--- src/rtl/clock_prog_ctrl_pkg.sv ---
// Shared types and constants for the clock programming controller.
package clock_prog_pkg;

  typedef enum logic [1:0] {
    DEFAULT     = 2'd0,
    NON_DEFAULT = 2'd1,
    DEFAULT0    = 2'd2,
    DEFAULT1    = 2'd3
  } clk_mode_e;

  typedef enum logic [2:0] {
    IDLE      = 3'd0,
    LOAD      = 3'd1,
    WAIT_LOCK = 3'd2,
    SETTLE    = 3'd3,
    RESTORE   = 3'd4,
    DONE      = 3'd5
  } prog_state_e;

  localparam logic [7:0] DEFAULT_DIV = 8'd1;

endpackage

--- src/rtl/clock_prog_ctrl_if.sv ---
// Request/programming/status bundle between a requester and the controller.
import clock_prog_pkg::*;

interface clock_prog_ctrl_if;
  logic       req_valid;
  logic       req_ready;
  clk_mode_e  req_mode;
  logic [7:0] req_div;
  logic       prog_en;
  clk_mode_e  prog_mode;
  logic [7:0] prog_div;
  logic       lock_in;
  logic       busy;
  logic       done;
  logic       err;
  clk_mode_e  cur_mode;

  modport slave (
    input  req_valid, req_mode, req_div, lock_in,
    output req_ready, prog_en, prog_mode, prog_div, busy, done, err, cur_mode
  );

  modport master (
    output req_valid, req_mode, req_div, lock_in,
    input  req_ready, prog_en, prog_mode, prog_div, busy, done, err, cur_mode
  );
endinterface

--- src/rtl/clock_prog_ctrl_prog_timer.sv ---
// Saturating up-counter with synchronous clear and terminal-count compare at LIMIT-1.
module prog_timer #(
  parameter int LIMIT = 4
) (
  input  logic clock,
  input  logic Resetn,
  input  logic i_clear,
  input  logic i_enable,
  output logic o_tc
);

  localparam int W = $clog2(LIMIT) + 1;
  localparam logic [W-1:0] TC_VAL = W'(LIMIT - 1);

  logic [W-1:0] r_count;

  always_ff @(posedge clock or negedge Resetn) begin
    if (!Resetn) begin
      r_count <= '0;
    end else if (i_clear) begin
      r_count <= '0;
    end else if (i_enable && (r_count != TC_VAL)) begin
      r_count <= r_count + 1'b1;
    end
  end

  assign o_tc = (r_count == TC_VAL);

endmodule

--- src/rtl/clock_prog_ctrl.sv ---
// Sequences a clock generator reprogram: load, wait for lock, settle, and
// fall back to the previous setting if lock never arrives.
//
// state     | meaning
// IDLE      | ready for a request
// LOAD      | prog_en strobe with the new setting
// WAIT_LOCK | waiting for lock_in, timeout counter running
// SETTLE    | lock_in must stay high SETTLE_CYCLES cycles
// RESTORE   | reload backup setting, err pulse
// DONE      | done pulse, cur_mode updated
import clock_prog_pkg::*;

module clock_prog_ctrl #(
  parameter int LOCK_TIMEOUT  = 64,
  parameter int SETTLE_CYCLES = 4
) (
  input  logic              clock,
  input  logic              Resetn,
  clock_prog_ctrl_if.slave  bus
);

  prog_state_e r_state;
  prog_state_e w_next;

  logic       r_ready_en;
  logic       r_err_ill;
  clk_mode_e  r_prog_mode;
  logic [7:0] r_prog_div;
  clk_mode_e  r_bak_mode;
  logic [7:0] r_bak_div;
  clk_mode_e  r_cur_mode;

  logic w_ready;
  logic w_accept;
  logic w_legal;
  logic w_to_clear;
  logic w_to_en;
  logic w_to_tc;
  logic w_st_clear;
  logic w_st_en;
  logic w_st_tc;

  // Ready is held off until the first edge after reset release.
  assign w_ready  = (r_state == IDLE) && r_ready_en;
  assign w_accept = bus.req_valid && w_ready;
  assign w_legal  = w_accept && (bus.req_div != 8'd0);

  assign w_to_clear = (r_state != WAIT_LOCK);
  assign w_to_en    = (r_state == WAIT_LOCK) && !bus.lock_in;
  assign w_st_clear = (r_state != SETTLE);
  assign w_st_en    = (r_state == SETTLE) && bus.lock_in;

  prog_timer #(.LIMIT(LOCK_TIMEOUT)) u_timeout (
    .clock    (clock),
    .Resetn   (Resetn),
    .i_clear  (w_to_clear),
    .i_enable (w_to_en),
    .o_tc     (w_to_tc)
  );

  prog_timer #(.LIMIT(SETTLE_CYCLES)) u_settle (
    .clock    (clock),
    .Resetn   (Resetn),
    .i_clear  (w_st_clear),
    .i_enable (w_st_en),
    .o_tc     (w_st_tc)
  );

  always_ff @(posedge clock or negedge Resetn) begin
    if (!Resetn) begin
      r_state <= IDLE;
    end else begin
      r_state <= w_next;
    end
  end

  always_comb begin
    w_next = r_state;
    unique case (r_state)
      IDLE:      if (w_legal) w_next = LOAD;
      LOAD:      w_next = WAIT_LOCK;
      WAIT_LOCK: begin
        if (bus.lock_in)  w_next = SETTLE;
        else if (w_to_tc) w_next = RESTORE;
      end
      SETTLE: begin
        if (!bus.lock_in) w_next = WAIT_LOCK;
        else if (w_st_tc) w_next = DONE;
      end
      RESTORE:   w_next = IDLE;
      DONE:      w_next = IDLE;
      default:   w_next = IDLE;
    endcase
  end

  always_ff @(posedge clock or negedge Resetn) begin
    if (!Resetn) begin
      r_ready_en  <= 1'b0;
      r_err_ill   <= 1'b0;
      r_prog_mode <= DEFAULT;
      r_prog_div  <= DEFAULT_DIV;
      r_bak_mode  <= DEFAULT;
      r_bak_div   <= DEFAULT_DIV;
      r_cur_mode  <= DEFAULT;
    end else begin
      r_ready_en <= 1'b1;
      r_err_ill  <= w_accept && (bus.req_div == 8'd0);
      if (w_legal) begin
        r_bak_mode  <= r_prog_mode;
        r_bak_div   <= r_prog_div;
        r_prog_mode <= bus.req_mode;
        r_prog_div  <= bus.req_div;
      end else if ((r_state == WAIT_LOCK) && (w_next == RESTORE)) begin
        r_prog_mode <= r_bak_mode;
        r_prog_div  <= r_bak_div;
      end
      if (r_state == DONE) begin
        r_cur_mode <= r_prog_mode;
      end
    end
  end

  assign bus.req_ready = w_ready;
  assign bus.prog_en   = (r_state == LOAD) || (r_state == RESTORE);
  assign bus.prog_mode = r_prog_mode;
  assign bus.prog_div  = r_prog_div;
  assign bus.busy      = (r_state != IDLE);
  assign bus.done      = (r_state == DONE);
  assign bus.err       = (r_state == RESTORE) || r_err_ill;
  assign bus.cur_mode  = r_cur_mode;

endmodule

--- src/flat_wrapper.sv ---
// flat-port wrapper written by rule: the top's interface ports become plain ports
module clock_prog_ctrl_flat 
#(
  parameter int LOCK_TIMEOUT  = 64,
  parameter int SETTLE_CYCLES = 4
)
  (clock, Resetn, bus_req_valid, bus_req_mode, bus_req_div, bus_lock_in, bus_req_ready, bus_prog_en, bus_prog_mode, bus_prog_div, bus_busy, bus_done, bus_err, bus_cur_mode);
  clock_prog_ctrl_if bus_i ();
  input  logic clock;
  input  logic Resetn;
  input wire logic [$bits(bus_i.req_valid)-1:0] bus_req_valid;
  input wire logic [$bits(bus_i.req_mode)-1:0] bus_req_mode;
  input wire logic [$bits(bus_i.req_div)-1:0] bus_req_div;
  input wire logic [$bits(bus_i.lock_in)-1:0] bus_lock_in;
  output wire logic [$bits(bus_i.req_ready)-1:0] bus_req_ready;
  output wire logic [$bits(bus_i.prog_en)-1:0] bus_prog_en;
  output wire logic [$bits(bus_i.prog_mode)-1:0] bus_prog_mode;
  output wire logic [$bits(bus_i.prog_div)-1:0] bus_prog_div;
  output wire logic [$bits(bus_i.busy)-1:0] bus_busy;
  output wire logic [$bits(bus_i.done)-1:0] bus_done;
  output wire logic [$bits(bus_i.err)-1:0] bus_err;
  output wire logic [$bits(bus_i.cur_mode)-1:0] bus_cur_mode;
  assign bus_i.req_valid = bus_req_valid;
  assign bus_i.req_mode = bus_req_mode;
  assign bus_i.req_div = bus_req_div;
  assign bus_i.lock_in = bus_lock_in;
  assign bus_req_ready = bus_i.req_ready;
  assign bus_prog_en = bus_i.prog_en;
  assign bus_prog_mode = bus_i.prog_mode;
  assign bus_prog_div = bus_i.prog_div;
  assign bus_busy = bus_i.busy;
  assign bus_done = bus_i.done;
  assign bus_err = bus_i.err;
  assign bus_cur_mode = bus_i.cur_mode;
  clock_prog_ctrl #(.LOCK_TIMEOUT(LOCK_TIMEOUT), .SETTLE_CYCLES(SETTLE_CYCLES)) u_core (.clock(clock), .Resetn(Resetn), .bus(bus_i));
endmodule
--- config.mk ---
export PLATFORM = sky130hd
export DESIGN_NAME = clock_prog_ctrl_flat
export DESIGN_NICKNAME = d
export VERILOG_FILES = /design/src/rtl/clock_prog_ctrl_pkg.sv /design/src/rtl/clock_prog_ctrl_if.sv /design/src/rtl/clock_prog_ctrl_prog_timer.sv /design/src/rtl/clock_prog_ctrl.sv /design/src/flat_wrapper.sv
export SDC_FILE = /design/constraint.sdc
export NUM_CORES = 1
export LEC_CHECK = 0
export ABC_AREA = 1
export BUFFER_PORTS_ARGS = -buffer_cell sky130_fd_sc_hd__buf_2
export CELL_PAD_IN_SITES_DETAIL_PLACEMENT = 1
export CELL_PAD_IN_SITES_GLOBAL_PLACEMENT = 1
export CORE_UTILIZATION = 30
export CTS_BUF_LIST = sky130_fd_sc_hd__clkbuf_4 sky130_fd_sc_hd__clkbuf_8
export CTS_CLUSTER_SIZE = 8
export DETAILED_ROUTE_END_ITERATION = 6
export PLACE_DENSITY_LB_ADDON = 0.1
export SLEW_MARGIN = 20
export SYNTH_ARGS = -nofsm -noshare
export SYNTH_HDL_FRONTEND = slang
export SYNTH_SLANG_ARGS = --single-unit
--- constraint.sdc ---
create_clock -name clock -period 3.8 [get_ports clock]
set_clock_uncertainty 0.2 [all_clocks]
set_input_delay 0 -clock clock [delete_from_list [all_inputs] [get_ports clock]]
set_output_delay 0 -clock clock [all_outputs]
set_load 0.005 [all_outputs]
==> impl_metrics.json <==
{
  "critPathMaxFanout": 12,
  "yosysTopAreaCellShare_pct": 48.0,
  "final_common_cell": "nand2_1",
  "hold_class": "input pin to async pin",
  "drc": 0,
  "cts_root_buf": "clkbuf_8",
  "area.growth.synth_to_final_pct": 26.4,
  "path_clk_slew_ns": 0.08,
  "routed_wl_um": 4280,
  "setup_slack_ns": 1.73,
  "rows": 28,
  "grt_pass1_wl_um": 7820,
  "die_x_um": 80.0,
  "post-dp-hpwl_um": 2900,
  "syn_inst": 225,
  "arrival_ns": 2.10,
  "peakVddDrop_mv": 0.213,
  "cts_tree": "yes",
  "tightest_slew_ns": 0.869,
  "clk_latency_ns": 0.29,
  "critPathTopFamily": "simple AND/OR/NAND/NOR gates",
  "synth_cell_types": 23,
  "worstSetupPathType": "flop to flop",
  "post_cts_buffers": 0,
  "clock_sinks": 37,
  "fin_tns_setup_ns": 0,
  "first_iter_violations": 62,
  "p_leak_nw": 1.27,
  "hold_viol": 0,
  "critPathLaunchType": "flop",
  "ios": 31,
  "dieHeight_um": 80.0,
  "slew_violations": 0,
  "gp_congestion": 0.675,
  "slew-limit-headroom_pct": 42.1,
  "max-cap-violations": 0,
  "status": "finished clean",
  "place_inst": 326,
  "vias": 1558,
  "ys_top_cells_by_area": "dfrtp_1 (48%), nand2_1 (15%), nand3_1 (9.0%), inv_1 (5.8%), dfstp_2 (2.9%)",
  "ant_nets": 0,
  "io_buffer_count": 30,
  "cts_made_buffers": 5,
  "synth_area_um2": 1830,
  "grt_max_degree": 38,
  "power.density_nw_per_um2": 579,
  "pre_cts_slack_ns": 1.73,
  "worst_setup_path_end_kind": "flop",
  "htree_num_levels": 2,
  "critPathMaxStageDelay_ns": 0.39,
  "avgRoutedWirePerCell_um": 12.3,
  "drive_gt1_share_pct": 19.5,
  "overflow": 0,
  "cp_cell_sequence": "ha_1, nand2_1, nor2_1, nand2_1, inv_1, nand2_1, nand2_2, nand2_1, nand2_1",
  "synth.yosys.seq_area_share_pct": 50.9,
  "fmax_mhz": 484,
  "layoutNonFillerInstCount": 347,
  "r2r-end": "u_core.bus.prog_div[3]",
  "viasPerCell": 4.49,
  "final_cell_mix": "nand2_1 (74), dfrtp_1 (35), nand3_1 (33)",
  "cp_data_required_time_ns": 3.83,
  "r2r_setup_slack_ns": 1.73,
  "design.core.area_um2": 5890,
  "die-area_um2": 6400,
  "hold_ws_ns": 0.149,
  "first_global_vias": 1619,
  "synth_top_cell_by_area": "dfrtp_1",
  "reg2reg_depth": 9,
  "cts_resized": 0,
  "start_util_pct": 31.0,
  "critPathMostFrequentCell": "nand2_1",
  "finalCritPeriodShare_pct": 54.4,
  "setup_viol_count_final": 0,
  "ys_ff_latch": 37,
  "track_usage_pct": 16.0,
  "avgSynthCellArea_um2": 8.11,
  "hold_buffers": 13,
  "clock_tree.buffer_depth": 2,
  "rsz0062_at_grt": "false",
  "period_needed_ns": 2.07,
  "synth_warnings": 0,
  "crit_buf_inv": 1,
  "reg2reg_from": "u_core.u_timeout.r_count[0]",
  "num-nets-final": 288,
  "synth_fp_nets": 242,
  "cpMaxStageDelayCell": "dfrtp_1",
  "dr.pass1.iters": 4,
  "n_antenna_cell": 0,
  "antenna_found_initial": 0
}
-- registers in the layout (all words and copies together), names as in the netlist, 2 cells and up --
signal and flops:
u_core.bus.prog_div 8, u_core.r_bak_div 8, u_core.u_timeout.r_count 7, u_core.r_state 3
u_core.u_settle.r_count 3, u_core.bus.cur_mode 2, u_core.bus.prog_mode 2, u_core.r_bak_mode 2
-- cells in the mapped netlist --
cell type,number
o21ai_0,10
inv_1,28
nor2_1,9
dfstp_2,2
o211ai_1,1
nand3_1,33
buf_6,1
nor2_4,1
a21oi_1,5
nand2_2,8
dfrtp_1,35
o22ai_1,2
nor2_8,1
nand3_4,1
o31ai_1,1
nand2_1,74
buf_2,3
nor3_1,2
ha_1,3
buf_4,1
xor2_1,2
nand2_4,1
conb_1,1
-- power by group --
group          total, mW  switching, mW  internal (mW)
Clock              0.408          0.147          0.261
Sequential         0.571         0.0715          0.500
Combinational      0.358          0.218          0.140
Total               1.34          0.436          0.901
-- through the flow --
stage	utilization [%]	cell area, um2	total power, mW
after CTS	39.2	2310	1.36
after detailed placement	34.7	2040	0.935
after global placement	34.7	2040	0.932
final	39.2	2310	1.34
after floorplan	-	1830	0.810
after global routing	39.2	2310	1.46
-- final cells by class --
| cell class | count | area [um2] |
|---|---|---|
| clock buffers | 5 | 68.8 |
| clock inverters | 3 | 65.1 |
| fillers | 742 | 3580 |
| inverters | 28 | 105 |
| multi-input cells | 155 | 758 |
| flip-flops and latches | 37 | 928 |
| well taps | 75 | 93.8 |
| repair buffers | 44 | 288 |
-- metal layers --
metal / vias up / track usage (%) / part of all wire [%]
li1: 800 / - / -
met1: 728 / 22.0 / 53
met2: 23 / 24.3 / 42
met3: 7 / 3.43 / 3.2
met4: 0 / 6.43 / 1.9
met5: - / 0 / 0
-- how the worst max path moves through the flow --
stage,from,endpoint,slack (ns),depth (start not counted)
CTS,u_core.u_timeout.r_count[0],u_core.bus.prog_div[3],1.70,9
global route,u_core.u_timeout.r_count[0],u_core.bus.prog_div[6],1.45,9
floorplan,u_core.u_timeout.r_count[0],u_core.bus.prog_div[1],2.22,9
finish,u_core.u_timeout.r_count[0],u_core.bus.prog_div[3],1.73,9
global placement,u_core.u_timeout.r_count[0],u_core.bus.prog_mode[0],1.71,9
detailed placement,u_core.u_timeout.r_count[0],u_core.bus.prog_div[3],1.73,9
-- cell families after synthesis --
group / share of synthesized area [%]
simple gates: 32.7
other cells: 0.205
compound gates: 5.62
xor+xnor: 0.960
flops: 50.9
fa+ha+maj: 2.06
buf+inv: 7.61
(Power assumes the default switching activity.)
